[src/rtl/fp_div_seq.sv]
// fp_div_seq: multi-cycle IEEE-754 divider that produces one restoring-divide
// quotient bit per clock. Only one operation is in flight at a time.
//
// Optional feature macro: FP_DIV_RNE_EN
//   defined   -> round to nearest, ties to even
//   undefined -> truncate toward zero (guard/sticky only drive inexact)
//
// Ports
//   clk        rising-edge clock
//   rst_n      synchronous active-low reset
//   in_valid   operands valid
//   in_ready   block idle and able to accept
//   dnd        dividend {sign, exponent, fraction}
//   der        divisor  {sign, exponent, fraction}
//   out_valid  result valid, held until taken
//   out_ready  consumer takes result
//   quo        quotient
//   flags      {invalid, div_zero, overflow, underflow, inexact}
module fp_div_seq #(
  parameter int EXP_W = 8,
  parameter int MAN_W = 23
) (
  input  logic                     clk,
  input  logic                     rst_n,
  input  logic                     in_valid,
  output logic                     in_ready,
  input  logic [EXP_W+MAN_W:0]     dnd,
  input  logic [EXP_W+MAN_W:0]     der,
  output logic                     out_valid,
  input  logic                     out_ready,
  output logic [EXP_W+MAN_W:0]     quo,
  output logic [4:0]               flags
);

  localparam int W    = 1 + EXP_W + MAN_W;
  localparam int QW   = MAN_W + 3;          // integer bit + MAN_W + guard + one extra
  localparam int EW   = EXP_W + 2;
  localparam int CW   = $clog2(QW + 1);
  localparam int BIAS = (1 << (EXP_W - 1)) - 1;
  localparam logic signed [EW-1:0] EMAX = EW'((1 << EXP_W) - 1);
  localparam logic [CW-1:0]        CLAST = CW'(QW - 1);
  localparam logic [W-1:0] QNAN = {1'b0, {EXP_W{1'b1}}, 1'b1, {(MAN_W-1){1'b0}}};

  typedef enum logic [2:0] {S_IDLE, S_PREP, S_ITER, S_ROUND, S_DONE} state_t;

  state_t                  state_q, state_d;
  logic [W-1:0]            a_q, a_d, b_q, b_d;
  logic [MAN_W+1:0]        rem_q, rem_d;
  logic [MAN_W:0]          mb_q, mb_d;
  logic [QW-1:0]           acc_q, acc_d;
  logic [CW-1:0]           cnt_q, cnt_d;
  logic signed [EW-1:0]    exp_q, exp_d;
  logic                    sign_q, sign_d;
  logic                    spec_q, spec_d;
  logic [W-1:0]            spec_res_q, spec_res_d;
  logic [4:0]              spec_flg_q, spec_flg_d;
  logic [W-1:0]            quo_q, quo_d;
  logic [4:0]              flags_q, flags_d;

  // Combinational scratch values
  logic [EXP_W-1:0]        ea, eb;
  logic [MAN_W-1:0]        fa, fb;
  logic                    a_zero, b_zero, a_inf, b_inf, a_nan, b_nan, sgn;
  logic [MAN_W+1:0]        diff;
  logic                    qbit;
  logic [MAN_W-1:0]        frac;
  logic                    g, s;
  logic signed [EW-1:0]    e_n, e_r;
  logic [MAN_W:0]          frac_r;

  function automatic logic round_inc(input logic guard, input logic sticky, input logic lsb);
`ifdef FP_DIV_RNE_EN
    return guard & (sticky | lsb);
`else
    return 1'b0;
`endif
  endfunction

  assign in_ready  = (state_q == S_IDLE);
  assign out_valid = (state_q == S_DONE);
  assign quo       = quo_q;
  assign flags     = flags_q;

  always_comb begin
    state_d    = state_q;
    a_d        = a_q;
    b_d        = b_q;
    rem_d      = rem_q;
    mb_d       = mb_q;
    acc_d      = acc_q;
    cnt_d      = cnt_q;
    exp_d      = exp_q;
    sign_d     = sign_q;
    spec_d     = spec_q;
    spec_res_d = spec_res_q;
    spec_flg_d = spec_flg_q;
    quo_d      = quo_q;
    flags_d    = flags_q;
    ea = a_q[W-2:MAN_W];
    eb = b_q[W-2:MAN_W];
    fa = a_q[MAN_W-1:0];
    fb = b_q[MAN_W-1:0];
    // Subnormals have a zero exponent and are flushed to zero here
    a_zero = (ea == '0);
    b_zero = (eb == '0);
    a_inf  = (&ea) && (fa == '0);
    b_inf  = (&eb) && (fb == '0);
    a_nan  = (&ea) && (fa != '0);
    b_nan  = (&eb) && (fb != '0);
    sgn    = a_q[W-1] ^ b_q[W-1];
    diff   = rem_q;
    qbit   = 1'b0;
    frac   = '0;
    g      = 1'b0;
    s      = 1'b0;
    e_n    = exp_q;
    e_r    = exp_q;
    frac_r = '0;

    case (state_q)
      S_IDLE: begin
        if (in_valid) begin
          a_d     = dnd;
          b_d     = der;
          state_d = S_PREP;
        end
      end

      // ---- PREP: unpack, classify, exponent difference ----
      S_PREP: begin
        rem_d  = a_zero ? '0 : {2'b01, fa};
        mb_d   = b_zero ? '0 : {1'b1, fb};
        acc_d  = '0;
        cnt_d  = '0;
        sign_d = sgn;
        exp_d  = $signed({2'b00, ea}) - $signed({2'b00, eb}) + $signed(EW'(BIAS));
        spec_d     = 1'b1;
        spec_res_d = '0;
        spec_flg_d = '0;
        if (a_nan || b_nan || (a_zero && b_zero) || (a_inf && b_inf)) begin
          spec_res_d = QNAN;
          spec_flg_d = 5'b10000;
        end else if (b_zero && !a_inf) begin
          spec_res_d = {sgn, {EXP_W{1'b1}}, {MAN_W{1'b0}}};
          spec_flg_d = 5'b01000;
        end else if (a_inf) begin
          spec_res_d = {sgn, {EXP_W{1'b1}}, {MAN_W{1'b0}}};
        end else if (a_zero || b_inf) begin
          spec_res_d = {sgn, {(W-1){1'b0}}};
        end else begin
          spec_d = 1'b0;
        end
        state_d = S_ITER;
      end

      // ---- ITER: one restoring quotient bit per cycle ----
      S_ITER: begin
        if (rem_q >= {1'b0, mb_q}) begin
          diff = rem_q - {1'b0, mb_q};
          qbit = 1'b1;
        end
        // diff < divisor here, so its top bit is always clear
        rem_d = {diff[MAN_W:0], 1'b0};
        acc_d = {acc_q[QW-2:0], qbit};
        cnt_d = cnt_q + 1'b1;
        if (cnt_q == CLAST) state_d = S_ROUND;
      end

      // ---- ROUND: normalise, round, range-check, pack ----
      S_ROUND: begin
        if (acc_q[QW-1]) begin
          frac = acc_q[QW-2:2];
          g    = acc_q[1];
          s    = acc_q[0] | (|rem_q);
          e_n  = exp_q;
        end else begin
          frac = acc_q[QW-3:1];
          g    = acc_q[0];
          s    = |rem_q;
          e_n  = exp_q - EW'(1);
        end
        frac_r = {1'b0, frac} + (MAN_W+1)'(round_inc(g, s, frac[0]));
        // A carry out leaves the fraction all-zero and bumps the exponent
        e_r    = e_n + $signed({{(EW-1){1'b0}}, frac_r[MAN_W]});
        if (spec_q) begin
          quo_d   = spec_res_q;
          flags_d = spec_flg_q;
        end else if (e_r >= EMAX) begin
          quo_d   = {sign_q, {EXP_W{1'b1}}, {MAN_W{1'b0}}};
          flags_d = 5'b00101;
        end else if (e_r <= 0) begin
          quo_d   = {sign_q, {(W-1){1'b0}}};
          flags_d = 5'b00011;
        end else begin
          quo_d   = {sign_q, e_r[EXP_W-1:0], frac_r[MAN_W-1:0]};
          flags_d = {4'b0000, g | s};
        end
        state_d = S_DONE;
      end

      S_DONE: begin
        if (out_ready) state_d = S_IDLE;
      end

      default: state_d = S_IDLE;
    endcase
  end

  always_ff @(posedge clk) begin
    if (!rst_n) begin
      state_q <= S_IDLE;
      quo_q   <= '0;
      flags_q <= '0;
    end else begin
      state_q <= state_d;
      quo_q   <= quo_d;
      flags_q <= flags_d;
    end
  end

  always_ff @(posedge clk) begin
    a_q        <= a_d;
    b_q        <= b_d;
    rem_q      <= rem_d;
    mb_q       <= mb_d;
    acc_q      <= acc_d;
    cnt_q      <= cnt_d;
    exp_q      <= exp_d;
    sign_q     <= sign_d;
    spec_q     <= spec_d;
    spec_res_q <= spec_res_d;
    spec_flg_q <= spec_flg_d;
  end

endmodule
[config.mk]
export PLATFORM = sky130hd
export DESIGN_NAME = fp_div_seq
export DESIGN_NICKNAME = d
export VERILOG_FILES = /design/src/rtl/fp_div_seq.sv
export SDC_FILE = /design/constraint.sdc
export NUM_CORES = 1
export LEC_CHECK = 0
export ABC_AREA = 1
export CAP_MARGIN = 10
export CORE_MARGIN = 2
export CORE_UTILIZATION = 50
export DETAILED_ROUTE_END_ITERATION = 10
export PLACE_DENSITY_LB_ADDON = 0.3
export SYNTH_ARGS = -nofsm -noshare
export SYNTH_HDL_FRONTEND = slang
export SYNTH_SLANG_ARGS = --single-unit
[constraint.sdc]
create_clock -name clk -period 6 [get_ports clk]
set_input_delay 0.6 -clock clk [delete_from_list [all_inputs] [get_ports clk]]
set_output_delay 0.6 -clock clk [all_outputs]
set_load 0.05 [all_outputs]
Word-level counts from Yosys, hierarchy flattened

Index checks and enable logic that the tools add are counted.

Output and inout bits: 39
Logic and storage cells: 90
Register bits after elaboration: 233
Bits of input ports: 68

Reduce and logical (&&, ||, !) cells: 26
Muxes and demuxes: 29
Bitwise gates (word level): 3
Order comparisons: 3
Equal/unequal tests: 8
$add $sub $neg: 5

Operator list:

| operator              | count |
|---|---|
| $mux 32               | 4 |
| $mux 24               | 3 |
| $mux 31               | 2 |
| $pmux 26 s2           | 1 |
| $pmux 25 s2           | 1 |
| $logic_not 23->1      | 2 |
| $reduce_bool 23->1    | 2 |
| $ge 25x24->1          | 1 |
| $reduce_or 25->1      | 1 |
| $sub 24x24->24        | 1 |
| $mux 23               | 1 |
| $mux 10               | 2 |
| $logic_not 8->1       | 2 |
| $reduce_and 8->1      | 2 |
| $pmux 3 s5            | 1 |
| $mux 3                | 4 |
| $add 9x8->10 const B  | 1 |
| $ge 10x9->1 const B   | 1 |
| $le 10x1->1 const B   | 1 |
| $pmux 5 s2            | 1 |
| $sub 10x2->10 const B | 1 |
| $sub 8x8->9           | 1 |
| $logic_and 1x1->1     | 7 |
| $eq 3x2->1 const B    | 2 |
| 19 further kinds      | 29 |

Longest topological paths before layout

Word-level depth: 8
Depth in mapped cells: 15
Depth with buffers taken out: 15

Least setup slack after synthesis

No wires, ideal clock.

Kind: input-to-reg
From: input in_valid
To: register a_q[0] (enable)
Cell stages on the path: 2
Library setup time: 0.565 ns
Arrival: 4.985 ns
Required time: 5.435 ns
Setup slack: 0.450 ns
Path buffers: 0
Path through: inv_1 > nor3_1

Word-level cells in the longest chain between the ends: 1

Ends and longest elaborated chain:

| element                    | line | text |
|---|---|---|
| from (decl)                | 25   | `input logic in_valid,` |
| $reduce_and 2->1 (no line) | -    |  |
| to (signal assigned)       | 222  | `a_q <= a_d;` |
| to (decl)                  | 47   | `logic [W-1:0] a_q, a_d, b_q, b_d;` |

No other way between the ends.
A chain may end at the register's enable or synchronous reset.

Worst setup path in the final report

From: register rem_q[14]
To: register rem_q[23], data pin

Word-level cells in the longest chain between the ends: 3
Elaborated cells between the ends (all ways): 4
Classes of those cells: add/sub: 1; order compare: 1; mux: 2

Ends and longest elaborated chain:

| element                                        | line     | text |
|---|---|---|
| from (decl)                                    | 48       | `logic [MAN_W+1:0] rem_q, rem_d;` |
| from (signal assigned)                         | 224      | `rem_q <= rem_d;` |
| $sub 24x24->24 or $ge 25x24->1 (tied branches) | 159, 158 |  |
| $mux 24 (*)                                    | 158      | `if (rem_q >= {1'b0, mb_q}) begin` |
| $pmux 25 s2 (*)                                | 120      | `case (state_q)` |
| net rem_d[23]                                  | 48       |  |

Mark *: on every way through the listed nets, which the timed path passes. The rest lies on a longest branch.

==> summary.md <==
| Metric | Value |
|---|---|
| DRC | 0 |
| Number of synthesized flops with an enable pin | 160 |
| Detailed Route WL | ~24 mm |
| Internal Pwr Total | between 0.002 and 0.003 W |
| Root Buffer Master | clkbuf_16 |
| Drt via density | 5.20 |
| Delay-heaviest family, CP | simple AND/OR/NAND/NOR gates |
| Max-cap violations | 0 |
| Sequential share of power | approximately two fifths |
| Worst setup margin | around 2900 ps |
| Slowest stage cell on the critical path | nand3_2 |
| Chip height | about 150 um |
| Overall Global Routing Usage | 22.3% |
| Final Total Pwr | 0.00469 W |
| Crit-path most repeated cell | nand2_1 |
| Rel. slew slack | around 22% |
| Status | completed |
| Req. time, crit path | between 6000 and 7000 ps |
| Logic pwr share | 33.9% |
| Area leader, netlist | edfxtp_1 |
| Ys async rst share | 0% |
| CP max stage delay | 680 ps |
| Worst ir drop on vdd | about 0.24 mV |
| Final hold viol count | 0 |
| Synth Area per Inst | around 8.8 um^2 |
| Sw power | around 0.0018 W |
| Worst-path clk slew | approximately 70 ps |
| Post-CTS sizing | 0 |
| First-pass detailed-route iteration total | 5 |
| RSZ-0062 raised after global routing | false |
| #FFs+latches synth | 200 |
| Die Wd | roughly 150 um |
| Layout cell share with drive strength beyond 1 | roughly a tenth |
| TritonCTS clock tree | yes |
| Clk_skew | about 12 ps |
| Total gr overflow | 0 |
| Pwr/cell area | approximately 370 mW/mm^2 |
| Design area | 0.0127 mm^2 |
| Syn_nets | 1335 |
| Htree depth | 4 |
| CP Launch Type | flop |
| Final setup violation count | 0 |
| Clk_lat worst skew | roughly 440 ps |
| Largest net degree at the start of global routing | 65 |
| Setup TNS | 0 ps |
| Critical-path maximum fanout | 39 |
| Tmin final | approximately 3100 ps |
| CTS max path bufs | 2 |
| Die Area | roughly 0.023 mm^2 |
| CTS Sinks | 200 |
| Crit path cell chain | ha_1, a21oi_1, o21ai_1, inv_1, nand2_1, a21oi_4, nand3_2, nand2_1, nand2_1, nand2_1, nand2_1 |
| Synth top area cells | edfxtp_1 44%, nand2_1 10%, dfxtp_1 7.4% |
| Mapped Cells | between 1k and 1.5k |
| Core ar. | approximately 0.021 mm^2 |
| CTS buffer count | 17 |
| Initial antenna violation count | 0 |
| Crit end category | flop |
| Static leakage | about 5.3 nW |
| Worst Tran Pin Value | between 1000 and 1500 ps |
| Worst Hold Class | reg2reg |
| # port buffers | between 100 and 150 |
| Fin crit share | approximately 52% |
| I/O pins | 107 |
| Area delta synth->final | 17.4% |
| Sequential cell area fraction in the yosys report | between 50% and 60% |
| Yosys warns | 0 |
| Area of placed instances | 0.0121 mm^2 |
| Via count | 8418 |
| Hold slack | ~470 ps |
| Starting density of the core | about 51% |
| # fillers | between 1.5k and 2k |
| Post-CTS setup buffer count | 0 |
| Share of the synthesized area in the top cell type | 44.4% |
| Nets | 1436 |
| Cell variety after synth | between 40 and 50 |
| Placement Setup Slack | ~3000 ps |
| WL/cell | between 10 and 15 um |
| Drt initial violations | ~770 |
| Post-route ant nets | 0 |
| Worst path bufs/invs | 1 |
| Pins over their slew limit | 0 |
| Post-Synthesis Cell Area | around 0.011 mm^2 |
| DP HPWL | between 15 and 20 mm |
| CTS Hold Bufs | 0 |
| Clk pwr share | between 20% and 30% |
| Row count | between 50 and 60 |
| Max Fclk | roughly 320 MHz |
| Most used flip-flop cell after synthesis | edfxtp_1 |
| Diodes inserted | 0 |
| Vias in the first global route | ~8.1k |
| Critical Path AT | about 3300 ps |
| Critical setup path kind | reg2reg |
| GPL Wtd Cong | 0.984 |
| Switching share of power | 37.4% |
| First-pass GRT wire length | roughly 39 mm |
## state kept, by name, indices dropped and copies added (netlist names)
signal	cells
spec_q	1
spec_res_q	3
acc_q	26
state_q	3
a_q	32
spec_flg_q	1
mb_q	24
quo	32
rem_q	25
b_q	32
cnt_q	5
sign_q	1
exp_q	10
flags	5
## path summary, 6_finish.rpt
check	cells after the start	from	slack, ps	end
worst max-delay path	11	rem_q[14]$_DFFE_PN_	2870	rem_q[23]$_DFFE_PN_
worst min register to register	2	flags[3]$_SDFFE_PN0P_	470	flags[3]$_SDFFE_PN0P_
worst max register to register	11	rem_q[14]$_DFFE_PN_	2870	rem_q[23]$_DFFE_PN_
worst min-delay path	2	flags[3]$_SDFFE_PN0P_	470	flags[3]$_SDFFE_PN0P_
## cells by family after synthesis
logic type	after synthesis	share of synthesized area (%)
AND/OR/NAND/NOR	608	25.8
AO/OA/AOI/OAI	135	7.48
XOR/XNOR	24	1.94
adder cells (fa/ha/maj)	38	4.53
flip-flops	200	51.8
buffers and inverters	224	8.44
## cell usage in the layout (no fill, tap or decap), types with 5 or more instances in the layout
cell	n
clkdlybuf4s50_1	106
ha_1	36
clkbuf_16	19
xor2_1	12
o21ai_0	40
inv_1	178
a31oi_1	5
nor2_4	5
nor4_1	13
nor2_1	138
xnor2_1	12
edfxtp_1	160
nor2_2	9
nand3_2	23
inv_2	11
o21ai_1	18
nand4_1	31
a21oi_2	22
a21oi_1	38
dfxtp_1	40
nor3_1	15
a21o_1	5
nand3_1	66
nand2_1	290
buf_4	6
## cell type report
| cell class | count | area [um^2] | area share (%) |
|---|---|---|---|
| Inverter | 194 | 736 | 5.79 |
| Sequential cell | 200 | 5610 | 44.1 |
| Clock inverter | 12 | 103 | 0.808 |
| Tap cell | 275 | 344 | 2.71 |
| Clock buffer | 20 | 479 | 3.77 |
| Timing Repair Buffer | 112 | 1110 | 8.71 |
| Multi-Input combinational cell | 805 | 4330 | 34.1 |
## Yosys cell counts (5+ instances only)
cell type  number
a31oi_1         5
xnor2_1        12
inv_2          11
nor2_2          8
ha_1           36
clkbuf_1       20
a21o_1          5
nand4_1        31
o21ai_0        41
nor2_1        140
nor4_1         13
a21oi_2        22
inv_1         178
o21ai_1        18
xor2_1         12
dfxtp_1        40
edfxtp_1      160
nand3_1        66
nor3_1         16
nand2_1       290
a21oi_1        38
nand3_2        23
## worst reg2reg max path, delay by kind of cell (launching register included)
family,cells,cell delay [ps]
DFF,1,430
and+or+nand+nor,6,1340
adders and majority gates,1,430
buffers and inverters,1,60
AOI/OAI and AO/OA,3,640
## per-layer routing
layer	routed length, um	track usage [%]	vias up	share of wire (%)
li1	-	-	4248	-
met2	11200	36.0	271	47
met3	1760	5.15	25	7.3
met1	10700	30.1	3874	44
met4	393	6.36	0	1.6
met5	0	0	-	0
## through the flow
step | util (%) | cells
floorplan | - | 1229
detailed placement | 57.3 | 1586
finish | 60.1 | 1618
CTS | 60.1 | 1618
global placement | 57.3 | 1586
global route | 60.1 | 1618
## power groups by stage
| stage | registers [W] | clock network [W] | logic [W] |
|---|---|---|---|
| after floorplan | 0.00200 | 0 | 0.00117 |
| after detailed placement | 0.00200 | 0 | 0.00157 |
| final | 0.00197 | 0.00113 | 0.00159 |
| after global placement | 0.00199 | 0 | 0.00154 |
| after CTS | 0.00197 | 0.00114 | 0.00158 |
| after global routing | 0.00200 | 0.00121 | 0.00179 |
Power figures use the tool's default switching activity.
